==> src/rtl/cache_ctrl_pkg.sv <==
// ---------------------------------------------------------------------------
// cache_ctrl_pkg
// Shared geometry and FSM encodings for the cache sequencing controller.
// Geometry constants give the default build (64 lines of 4 bytes, 32-bit
// addresses). The module parameters default to these values.
// ---------------------------------------------------------------------------
package cache_ctrl_pkg;

  localparam int OFFSET_LENGTH  = 2;
  localparam int INDEX_LENGTH   = 6;
  localparam int CACHE_LINE_NUM = 1 << INDEX_LENGTH;
  localparam int TAG_LENGTH     = 32 - INDEX_LENGTH - OFFSET_LENGTH;

  typedef enum logic [2:0] {
    ST_IDLE   = 3'd0,
    ST_RMISS  = 3'd1,
    ST_REFILL = 3'd2,
    ST_WTHRU  = 3'd3,
    ST_FLUSH  = 3'd4
  } state_e;

endpackage

==> src/rtl/cache_flush_sweeper.sv <==
// ---------------------------------------------------------------------------
// cache_flush_sweeper
// Index counter for the invalidate-all sweep. Advances one index per enabled
// cycle and flags the last index so the controller can finish the sweep.
// Ports:
//   clk, rst     clock, synchronous active-high reset (counter -> 0)
//   en           sweep in progress this cycle
//   index        index being invalidated this cycle
//   done         high on the cycle the last index is invalidated
// ---------------------------------------------------------------------------
module cache_flush_sweeper
  import cache_ctrl_pkg::*;
#(
  parameter int INDEX_W = INDEX_LENGTH
) (
  input  logic               clk,
  input  logic               rst,
  input  logic               en,
  output logic [INDEX_W-1:0] index,
  output logic               done
);

  localparam logic [INDEX_W-1:0] LAST_IDX = '1;

  logic [INDEX_W-1:0] r_count;

  // Natural wrap of the increment returns the counter to 0 after the last line.
  always_ff @(posedge clk) begin
    if (rst)
      r_count <= '0;
    else if (en)
      r_count <= r_count + INDEX_W'(1);
  end

  assign index = r_count;
  assign done  = en & (r_count == LAST_IDX);

endmodule

==> src/rtl/cache_ctrl.sv <==
// ---------------------------------------------------------------------------
// cache_ctrl
// Sequencing FSM for a direct-mapped, write-through, no-write-allocate cache.
// Drives valid/tag/data RAM controls, stalls the core on misses, runs the
// memory handshake for refills and write-throughs, and sweeps all valid bits
// clear on a flush request.
// Optional: define CACHE_PERF_CNT_EN to add saturating read hit/miss counters.
// Ports:
//   clk, rst                 clock, synchronous active-high reset
//   core_req/we/addr         core access (held until !core_stall)
//   core_stall               core must hold its request
//   flush_req, flush_done    invalidate-all request / end-of-sweep pulse
//   valid_rd, tag_match      RAM lookups at ram_index
//   ram_index                index to valid/tag/data RAMs
//   valid_w_en, valid_in     valid RAM write port
//   tag_w_en                 tag RAM write enable
//   data_w_en, data_from_mem data RAM write enable and source select
//   mem_req/we/addr, mem_ready  external memory handshake
//   hit_cnt, miss_cnt        (CACHE_PERF_CNT_EN only) read hit/miss counts
// ---------------------------------------------------------------------------
module cache_ctrl
  import cache_ctrl_pkg::*;
#(
  parameter int ADDR_W   = 32,
  parameter int INDEX_W  = INDEX_LENGTH,
  parameter int OFFSET_W = OFFSET_LENGTH
) (
  input  logic               clk,
  input  logic               rst,
  input  logic               core_req,
  input  logic               core_we,
  input  logic [ADDR_W-1:0]  core_addr,
  output logic               core_stall,
  input  logic               flush_req,
  output logic               flush_done,
  input  logic               valid_rd,
  input  logic               tag_match,
  output logic [INDEX_W-1:0] ram_index,
  output logic               valid_w_en,
  output logic               valid_in,
  output logic               tag_w_en,
  output logic               data_w_en,
  output logic               data_from_mem,
  output logic               mem_req,
  output logic               mem_we,
  output logic [ADDR_W-1:0]  mem_addr,
  input  logic               mem_ready
`ifdef CACHE_PERF_CNT_EN
  ,
  output logic [31:0]        hit_cnt,
  output logic [31:0]        miss_cnt
`endif
);

  state_e              r_state, w_state_nxt;
  logic [ADDR_W-1:0]   r_addr;
  logic                w_latch;
  logic                w_hit;
  logic                w_sweep_en;
  logic                w_sweep_done;
  logic [INDEX_W-1:0]  w_sweep_idx;
  logic [INDEX_W-1:0]  w_core_idx;
  logic [INDEX_W-1:0]  w_lat_idx;

  assign w_hit      = valid_rd & tag_match;
  assign w_core_idx = core_addr[OFFSET_W +: INDEX_W];
  assign w_lat_idx  = r_addr[OFFSET_W +: INDEX_W];

  cache_flush_sweeper #(.INDEX_W(INDEX_W)) u_sweeper (
    .clk   (clk),
    .rst   (rst),
    .en    (w_sweep_en),
    .index (w_sweep_idx),
    .done  (w_sweep_done)
  );

  always_ff @(posedge clk) begin
    if (rst) begin
      r_state <= ST_IDLE;
      r_addr  <= '0;
    end else begin
      r_state <= w_state_nxt;
      if (w_latch)
        r_addr <= core_addr;
    end
  end

  // All outputs are held at 0 while rst is asserted, so an aborted refill or
  // sweep stops driving RAMs and memory in the reset cycle itself.
  always_comb begin
    w_state_nxt   = r_state;
    w_latch       = 1'b0;
    w_sweep_en    = 1'b0;
    core_stall    = 1'b0;
    flush_done    = 1'b0;
    ram_index     = '0;
    valid_w_en    = 1'b0;
    valid_in      = 1'b0;
    tag_w_en      = 1'b0;
    data_w_en     = 1'b0;
    data_from_mem = 1'b0;
    mem_req       = 1'b0;
    mem_we        = 1'b0;
    mem_addr      = '0;
    if (rst) begin
      w_state_nxt = ST_IDLE;
    end else begin
      case (r_state)
        ST_IDLE: begin
          ram_index = w_core_idx;
          if (flush_req) begin
            core_stall  = 1'b1;
            w_state_nxt = ST_FLUSH;
          end else if (core_req) begin
            if (!core_we) begin
              if (!w_hit) begin
                core_stall  = 1'b1;
                w_latch     = 1'b1;
                w_state_nxt = ST_RMISS;
              end
            end else begin
              // Write-through: update the line only if present, never allocate.
              data_w_en   = w_hit;
              core_stall  = 1'b1;
              w_latch     = 1'b1;
              w_state_nxt = ST_WTHRU;
            end
          end
        end
        ST_RMISS: begin
          ram_index   = w_lat_idx;
          core_stall  = 1'b1;
          mem_req     = 1'b1;
          mem_addr    = {r_addr[ADDR_W-1:OFFSET_W], {OFFSET_W{1'b0}}};
          if (mem_ready)
            w_state_nxt = ST_REFILL;
        end
        ST_REFILL: begin
          ram_index     = w_lat_idx;
          core_stall    = 1'b1;
          valid_w_en    = 1'b1;
          valid_in      = 1'b1;
          tag_w_en      = 1'b1;
          data_w_en     = 1'b1;
          data_from_mem = 1'b1;
          w_state_nxt   = ST_IDLE;
        end
        ST_WTHRU: begin
          ram_index  = w_lat_idx;
          mem_req    = 1'b1;
          mem_we     = 1'b1;
          mem_addr   = r_addr;
          core_stall = !mem_ready;
          if (mem_ready)
            w_state_nxt = ST_IDLE;
        end
        ST_FLUSH: begin
          w_sweep_en = 1'b1;
          ram_index  = w_sweep_idx;
          core_stall = 1'b1;
          valid_w_en = 1'b1;
          flush_done = w_sweep_done;
          if (w_sweep_done)
            w_state_nxt = ST_IDLE;
        end
        default: w_state_nxt = ST_IDLE;
      endcase
    end
  end

`ifdef CACHE_PERF_CNT_EN
  function automatic logic [31:0] sat_inc(input logic [31:0] v);
    return (v == 32'hFFFF_FFFF) ? v : v + 32'd1;
  endfunction

  logic [31:0] r_hit_cnt;
  logic [31:0] r_miss_cnt;
  logic        w_flush_start;
  logic        w_eval_rd;

  assign w_flush_start = (r_state == ST_IDLE) & flush_req;
  assign w_eval_rd     = (r_state == ST_IDLE) & !flush_req & core_req & !core_we;

  always_ff @(posedge clk) begin
    if (rst || w_flush_start) begin
      r_hit_cnt  <= '0;
      r_miss_cnt <= '0;
    end else if (w_eval_rd) begin
      if (w_hit)
        r_hit_cnt  <= sat_inc(r_hit_cnt);
      else
        r_miss_cnt <= sat_inc(r_miss_cnt);
    end
  end

  assign hit_cnt  = r_hit_cnt;
  assign miss_cnt = r_miss_cnt;
`endif

endmodule

==> config.mk <==
export PLATFORM = sky130hd
export DESIGN_NAME = cache_ctrl
export DESIGN_NICKNAME = d
export VERILOG_FILES = /design/src/rtl/cache_ctrl_pkg.sv /design/src/rtl/cache_flush_sweeper.sv /design/src/rtl/cache_ctrl.sv
export SDC_FILE = /design/constraint.sdc
export NUM_CORES = 1
export LEC_CHECK = 0
export CAP_MARGIN = 20
export CORE_ASPECT_RATIO = 1.5
export CORE_MARGIN = 2
export CORE_UTILIZATION = 47
export DETAILED_ROUTE_END_ITERATION = 8
export GPL_ROUTABILITY_DRIVEN = 1
export HOLD_SLACK_MARGIN = 0.05
export PLACE_DENSITY_LB_ADDON = 0.25
export SKIP_CTS_REPAIR_TIMING = 1
export SLEW_MARGIN = 20
export SYNTH_ARGS = -nofsm -noshare
export SYNTH_HDL_FRONTEND = slang
export SYNTH_SLANG_ARGS = --single-unit
==> constraint.sdc <==
create_clock -name clk -period 4.2 [get_ports clk]
set_clock_uncertainty 0.2 [all_clocks]
set_input_delay 0.63 -clock clk [delete_from_list [all_inputs] [get_ports clk]]
set_output_delay 0.63 -clock clk [all_outputs]
set_load 0.02 [all_outputs]
# == After elaboration in Yosys (flattened, before gate mapping) ==
# Cells that the tools add are included.
# totals
romBits,0
output_inout_bits,47
in_bits,40
latch_bits,0
mem_count,0
wordCells,61
mem_bits_rw,0
ff_bits,41
# op_classes
addsub,1
n_div,0
mux,38
bitwise_logic,2
n_eq_ne,10
shift,0
n_lt_le_gt_ge,0
reduce_logical,7
mul,0
# ops
operator,n
$pmux W32 S2,1
$mux W32,1
$mux W1,24
$mux W3,7
$pmux W6 S3,1
$pmux W3 S4,1
$add A6 B1 Y6 const B,1
$eq A3 B2 Y1 const B,2
$eq A6 B6 Y1 const B,1
$mux W6,1
$ne A2 B2 Y1 const B,3
$reduce_or A3 Y1,2
$reduce_and A5 Y1,1
$ne A4 B4 Y1 const B,1
$reduce_or A2 Y1,2
$eq A3 B1 Y1 const B,1
$eq A3 B3 Y1 const B,1
$logic_not A3 Y1,1
$ne A3 B3 Y1 const B,1
$pmux W1 S3,1
$and A1 B1 Y1,2
$pmux W1 S2,1
$logic_not A1 Y1,1

# == Longest topological paths before layout ==
# Gate-level depths: netlist of the first run.
# depth
word_depth,7
depth_mapped,5
mapped_depth_nobuf,4

# == By module ==
# A second synthesis of the first run with hierarchy kept.
# unflattened
cells_unflattened,281
area_unflattened_um2,2097.0
# by_module_without_submodules
module,seq_area_each_um2,cells_per_inst,n_inst,area_per_inst_um2
cache_ctrl,700.7,253,1,1834.3
cache_flush_sweeper,120.1,28,1,262.8

# == Least setup slack after synthesis of the first run ==
# Ideal clock, no wire load.
# synth_path
path_type,input -> output
startpoint,input port rst
endpoint,output port tag_w_en
n_path_buf,3
required_time_ns,3.370
setup_slack_ns,1.215
path_stages,4
t_arrival_ns,2.155
path_cell_list,clkbuf_1 clkbuf_1 nor4b_1 buf_4
# synth_via
elab_chain_len,1
# synth_lines
element,line,rtl
start: declaration,cache_ctrl.sv:29,"input logic rst,"
$mux W1,-,
end: declaration,cache_ctrl.sv:41,"output logic tag_w_en,"
# No other way between the ends.

# == Worst setup path in the final report of the first run ==
# layout_path
startpoint,register r_state[1]
endpoint,output port core_stall
# layout_via
elab_chain_len,4
elab_cells_between_ends,8
classes_between,4 x eq/ne; 2 x mux; 2 x reduce/logical
# layout_lines
element,line,rtl
start: declaration,cache_ctrl.sv:55,"state_e r_state, w_state_nxt;"
start signal: assignment,cache_ctrl.sv:82,r_state <= w_state_nxt;
"$eq A3 B3 Y1, or another cell as far along",cache_ctrl.sv:108,case (r_state)
$reduce_or A3 Y1 (no line),-,
$pmux W1 S3 (*),cache_ctrl.sv:108,
$mux W1 (*),cache_ctrl.sv:105,if (rst) begin
end: declaration,cache_ctrl.sv:33,"output logic core_stall,"
# Mark *: on every way between the ends. The rest lies on a longest branch, timed or not.

==> flow_summary.json, run 1 <==
{
  "power.leakage_nw": 1.199,
  "num_rows": 32,
  "ys_types": 38,
  "htreeDepth": 2,
  "fin_nets": 388,
  "crit_arrival_ps": 2590,
  "whs_ps": 271.4,
  "tritoncts": "yes",
  "endpoint_kind": "primary output",
  "core_area_sq_um": 5045,
  "slowest_stage": "dfxtp_1",
  "slowest_delay_ps": 860,
  "synth_area_leaders": "dfxtp_1 34%, nand2b_1 17%, mux2i_1 14%",
  "synth-seq-area-share_pct": 33.83,
  "crit_family": "flip-flops",
  "synth_top_flop_cell": "dfxtp_1",
  "max_slew_margin_pct": 45.15,
  "synth_edf_count": 0,
  "yosys-top-cells-count": "64 x nand2b_1, 41 x dfxtp_1, 34 x mux2i_1, 31 x and2_1, 16 x clkbuf_1",
  "start_util_pct": 48.09,
  "track_usage_pct": 19.47,
  "drive_gt1_share_pct": 6.897,
  "ant_nets": 0,
  "die_w_microns": 62.66,
  "yosysWarnings": 0,
  "via_per_inst": 5.031,
  "async_flop_share_pct": 0,
  "finalMaxSlewViolations": 0,
  "drt-wirelength-per-cell_microns": 12.86,
  "dpl.hpwl_microns": 3773,
  "synth_top_area_share_pct": 33.83,
  "worstSetupPathType": "register to primary output",
  "cts_buffer_depth": 2,
  "max-vdd-ir-drop_mv": 0.1989,
  "first_global_vias": 2015,
  "antenna_cells": 0,
  "start_kind": "register",
  "drc": 0,
  "antenna_found_initial": 0,
  "place_inst": 408,
  "syn-mean-instance-area_sq_um": 8.887,
  "cap_violations": 0,
  "grt_max_degree": 55,
  "dieHeight_microns": 92.00,
  "fill_cells": 449,
  "holdCritPathClass": "register to register",
  "ctsRootBufferMaster": "clkbuf_8",
  "setup_viol_count_final": 0,
  "dr.pass1.iters": 5,
  "vias": 2093,
  "min_period_ps": 3418,
  "crit_path_max_fanout": 26,
  "synthCells": 273,
  "dp_slack_ps": 892.7,
  "mappedNetlistArea_sq_um": 2426,
  "p_per_area_nw_per_um2": 271.6,
  "die-area_sq_um": 5764,
  "drt_iter0_drc": 85,
  "crit_buf_inv": 1,
  "cp_cell_sequence": "or4_4 > a21oi_1 > a2111oi_0 > clkdlybuf4s50_1",
  "required_ps": 3370,
  "rsz0062_at_grt": "no",
  "cts.clk_slew.worst_paths_ps": 70,
  "hold_viol": 0,
  "place.gp.congestion": 0.7386,
  "grt_overflow": 0,
  "synth_fp_nets": 314,
  "max_freq_ghz": 0.2925,
  "outcome": "finished clean",
  "synth_seq_cells": 41,
  "min_period_over_period_pct": 81.39,
  "port_buffers": 86,
  "clock_latency_ps": 290,
  "final_core_util_pct": 66.94,
  "setup_ws_ps": 781.5,
  "grt_pass1_wl_microns": 9246,
  "cts.sinks": 41,
  "synth.largest_area_cell": "dfxtp_1",
  "routed_wl_microns": 5350,
  "finalSetupTns_ps": 0,
  "pin_count": 87,
  "synth.most_common_cell": "nand2b_1",
  "cts_buffers": 5,
  "worst_slew_pin_slew_ps": 821.6,
  "fin_cells": 416,
  "syn_to_final_growth_pct": 39.20
}
flip-flops by register name, summed over array words and instances, names as in the netlist:
| signal | cells |
|---|---|
| r_state | 3 |
| u_sweeper.index | 6 |
| r_addr | 32 |
through the flow:
step                area (sq um)  total power [mW]
CTS                         3377            0.9268
floorplan                   2426            0.5373
detailed placement          3261            0.6016
global placement            3261            0.5990
finish                      3377            0.9171
global route                3377            0.9552
worst reg2reg max path, stage by stage, from the launching register on:
cell and delay (ps):
dfxtp_1 580, or4_4 670, nor3b_4 210, buf_4 370
mux2i_1 240
metal layers:
metal,routed length [microns],global-route usage [%],vias to the layer above,part of all wire [%]
li1,-,-,1056,-
met1,2279,23.34,973,43
met2,2744,34.86,60,51
met3,276,4.294,4,5.2
met4,49,5.000,0,0.92
met5,0,0,-,0
final cells by class:
cell class	instances	area [sq um]	share of cell area [%]
Tap cell	68	85.08	2.519
Multi-Input combinational cell	207	1458	43.16
Clock buffer	7	86.33	2.557
Clock inverter	1	30.03	0.8892
Inverter	1	3.754	0.1112
Timing Repair Buffer	91	893.4	26.45
Sequential cell	41	820.8	24.31
where the power goes:
| part | total (mW) | leakage [nW] | switching (mW) | internal (mW) |
|---|---|---|---|---|
| logic | 0.163 | 0.807 | 0.0658 | 0.0969 |
| clock network | 0.325 | 0.0585 | 0.131 | 0.194 |
| registers | 0.429 | 0.334 | 0.0215 | 0.408 |
| total | 0.917 | 1.20 | 0.219 | 0.698 |
cell families (layout without fill, tap and decap cells):
group	count (synthesis)	after routing	synth area share, %
AO/OA/AOI/OAI	32	32	8.097
adder cells (fa/ha/maj)	1	1	0.5156
buffers and inverters	25	100	6.549
AND/OR/NAND/NOR	137	137	35.89
multiplexers	34	34	14.03
XOR/XNOR	3	3	1.083
flip-flops	41	41	33.83
placed cells by master (no fill, tap or decap), types with 2 or more instances in the layout:
| master | n |
|---|---|
| a21o_1 | 6 |
| nor2b_1 | 2 |
| nand2b_1 | 64 |
| a21oi_1 | 11 |
| and2_1 | 31 |
| nor4b_1 | 2 |
| clkdlybuf4s50_1 | 85 |
| nor3_1 | 2 |
| clkbuf_8 | 6 |
| buf_4 | 5 |
| or3_1 | 3 |
| dfxtp_1 | 41 |
| nand2_1 | 9 |
| nor3b_2 | 2 |
| and3_1 | 2 |
| mux2i_1 | 34 |
| o31ai_1 | 2 |
| o21ai_0 | 9 |
| or3b_2 | 6 |
| xnor2_1 | 3 |
| nor2_1 | 5 |
final timing paths:
path / start / endpoint / slack (ps) / cells past startpoint
setup / recovery: r_state[1]$_SDFFE_PP0P_ / core_stall / 780 / 4
hold / removal: r_addr[31]$_SDFFE_PP0P_ / r_addr[31]$_SDFFE_PP0P_ / 270 / 2
hold reg to reg: r_addr[31]$_SDFFE_PP0P_ / r_addr[31]$_SDFFE_PP0P_ / 270 / 2
setup reg to reg: r_state[1]$_SDFFE_PP0P_ / r_addr[13]$_SDFFE_PP0P_ / 1870 / 4
No activity file was read; power rests on OpenSTA's default activity.
==> run 2: changes to the inputs <==
- CORE_UTILIZATION: 47 -> 41
- clock period: 4.2 -> 3.1 ns (I/O delays scaled with it)
==> flow_summary.json, run 2 (synthesis results as in run 1) <==
{
  "worstSetupPathType": "input port to primary output",
  "fill_cells": 517,
  "track_usage_pct": 17.06,
  "tritoncts": "yes",
  "grt_overflow": 0,
  "num_rows": 34,
  "cts_buffer_depth": 2,
  "crit_arrival_ps": 2340,
  "finalMaxSlewViolations": 0,
  "antenna_cells": 0,
  "outcome": "finished clean",
  "cts_buffers": 5,
  "worst_slew_pin_slew_ps": 550.2,
  "vias": 2038,
  "die_w_microns": 66.81,
  "place.gp.congestion": 0.7798,
  "multi_input_area_sq_um": 1464,
  "drive_gt1_share_pct": 8.782,
  "setup_viol_count_final": 0,
  "htreeDepth": 2,
  "rsz0062_at_grt": "no",
  "dieHeight_microns": 98.21,
  "ant_nets": 0,
  "layout_common_cells": "85 x clkdlybuf4s50_1, 64 x nand2b_1, 40 x dfxtp_1",
  "grt_pass1_wl_microns": 8928,
  "holdCritPathClass": "register to register",
  "drt-wirelength-per-cell_microns": 12.81,
  "first_global_vias": 1946,
  "max_slew_margin_pct": 63.32,
  "max_freq_ghz": 0.3323,
  "endpoint_kind": "primary output",
  "cts.sinks": 41,
  "ctsRootBufferMaster": "clkbuf_8",
  "via_per_inst": 4.795,
  "dpl_cell_area_sq_um": 3303,
  "max-vdd-ir-drop_mv": 0.2341,
  "hold_viol": 0,
  "drc": 0,
  "dr.pass1.iters": 4,
  "drt_iter0_drc": 73,
  "cap_violations": 0,
  "regArea_sq_um": 822.0,
  "cts.clk_slew.worst_paths_ps": 70,
  "routed_wl_microns": 5444,
  "finalSetupTns_ps": 0,
  "min_period_ps": 3010,
  "fin_nets": 393,
  "pin_count": 87,
  "max_flop_register": "r_addr",
  "clock_latency_ps": 290,
  "power.leakage_nw": 1.224,
  "die-area_sq_um": 6561,
  "start_util_pct": 42.24,
  "core_area_sq_um": 5743,
  "final_area_sq_um": 3431,
  "port_buffers": 86,
  "final_common_cell": "clkdlybuf4s50_1",
  "syn_to_final_growth_pct": 41.41,
  "grt_max_degree": 76,
  "p_per_area_nw_per_um2": 367.8,
  "min_period_over_period_pct": 97.08,
  "crit_path_max_fanout": 2,
  "antenna_found_initial": 0,
  "largest_reg_flops": 32,
  "start_kind": "input port",
  "required_ps": 2430,
  "dpl.hpwl_microns": 3745
}
run 2: critical path, cell delays in order:
cell,delay [ps]
clkdlybuf4s50_1,480
or3b_2,440
a21o_1,160
a21oi_1,170
clkdlybuf4s50_1,630
run 2: path summary, 6_finish.rpt:
kind                                 from  slack, ps  cells after the start                 endpoint
setup reg to reg  r_state[2]$_SDFFE_PP0P_        970                      4   r_addr[1]$_SDFFE_PP0P_
hold reg to reg   r_addr[17]$_SDFFE_PP0P_        270                      2  r_addr[17]$_SDFFE_PP0P_
setup / recovery             core_addr[4]         90                      5             ram_index[2]
hold / removal    r_addr[17]$_SDFFE_PP0P_        270                      2  r_addr[17]$_SDFFE_PP0P_
run 2: metrics by stage:
stage / utilization (%) / instances / worst slack, ps / hold slack [ps] / power (mW)
floorplan: - / 273 / 340.4 / 244.1 / 0.7279
global placement: 57.52 / 417 / 82.14 / 254.3 / 0.8176
detailed placement: 57.52 / 417 / 102.1 / 261.4 / 0.8206
CTS: 59.61 / 425 / 72.27 / 272.5 / 1.280
global route: 59.74 / 425 / 15.55 / 294.3 / 1.321
finish: 59.74 / 425 / 90.40 / 266.5 / 1.262
run 2: where the power goes:
| group | leakage [nW] | total (mW) | switching (mW) | internal, mW |
|---|---|---|---|---|
| registers | 0.334 | 0.574 | 0.0222 | 0.552 |
| clock network | 0.0574 | 0.453 | 0.191 | 0.262 |
| logic | 0.833 | 0.235 | 0.0976 | 0.137 |
run 2: layout make-up:
cell class,count,area share (%)
repair buffers,96,27.13
clock inverters,2,1.094
well taps,72,2.626
multi-input cells,207,42.67
clock buffers,6,2.407
inverters,1,0.1094
flip-flops and latches,41,23.96
run 2: layer usage:
layer  track usage [%]  up-vias  share of wire [%]
met5                 0        -                  0
met4             4.553        0                1.1
met3             3.802        5                5.4
met2             30.77       51                 50
met1             19.71      914                 44
li1                  -     1068                  -
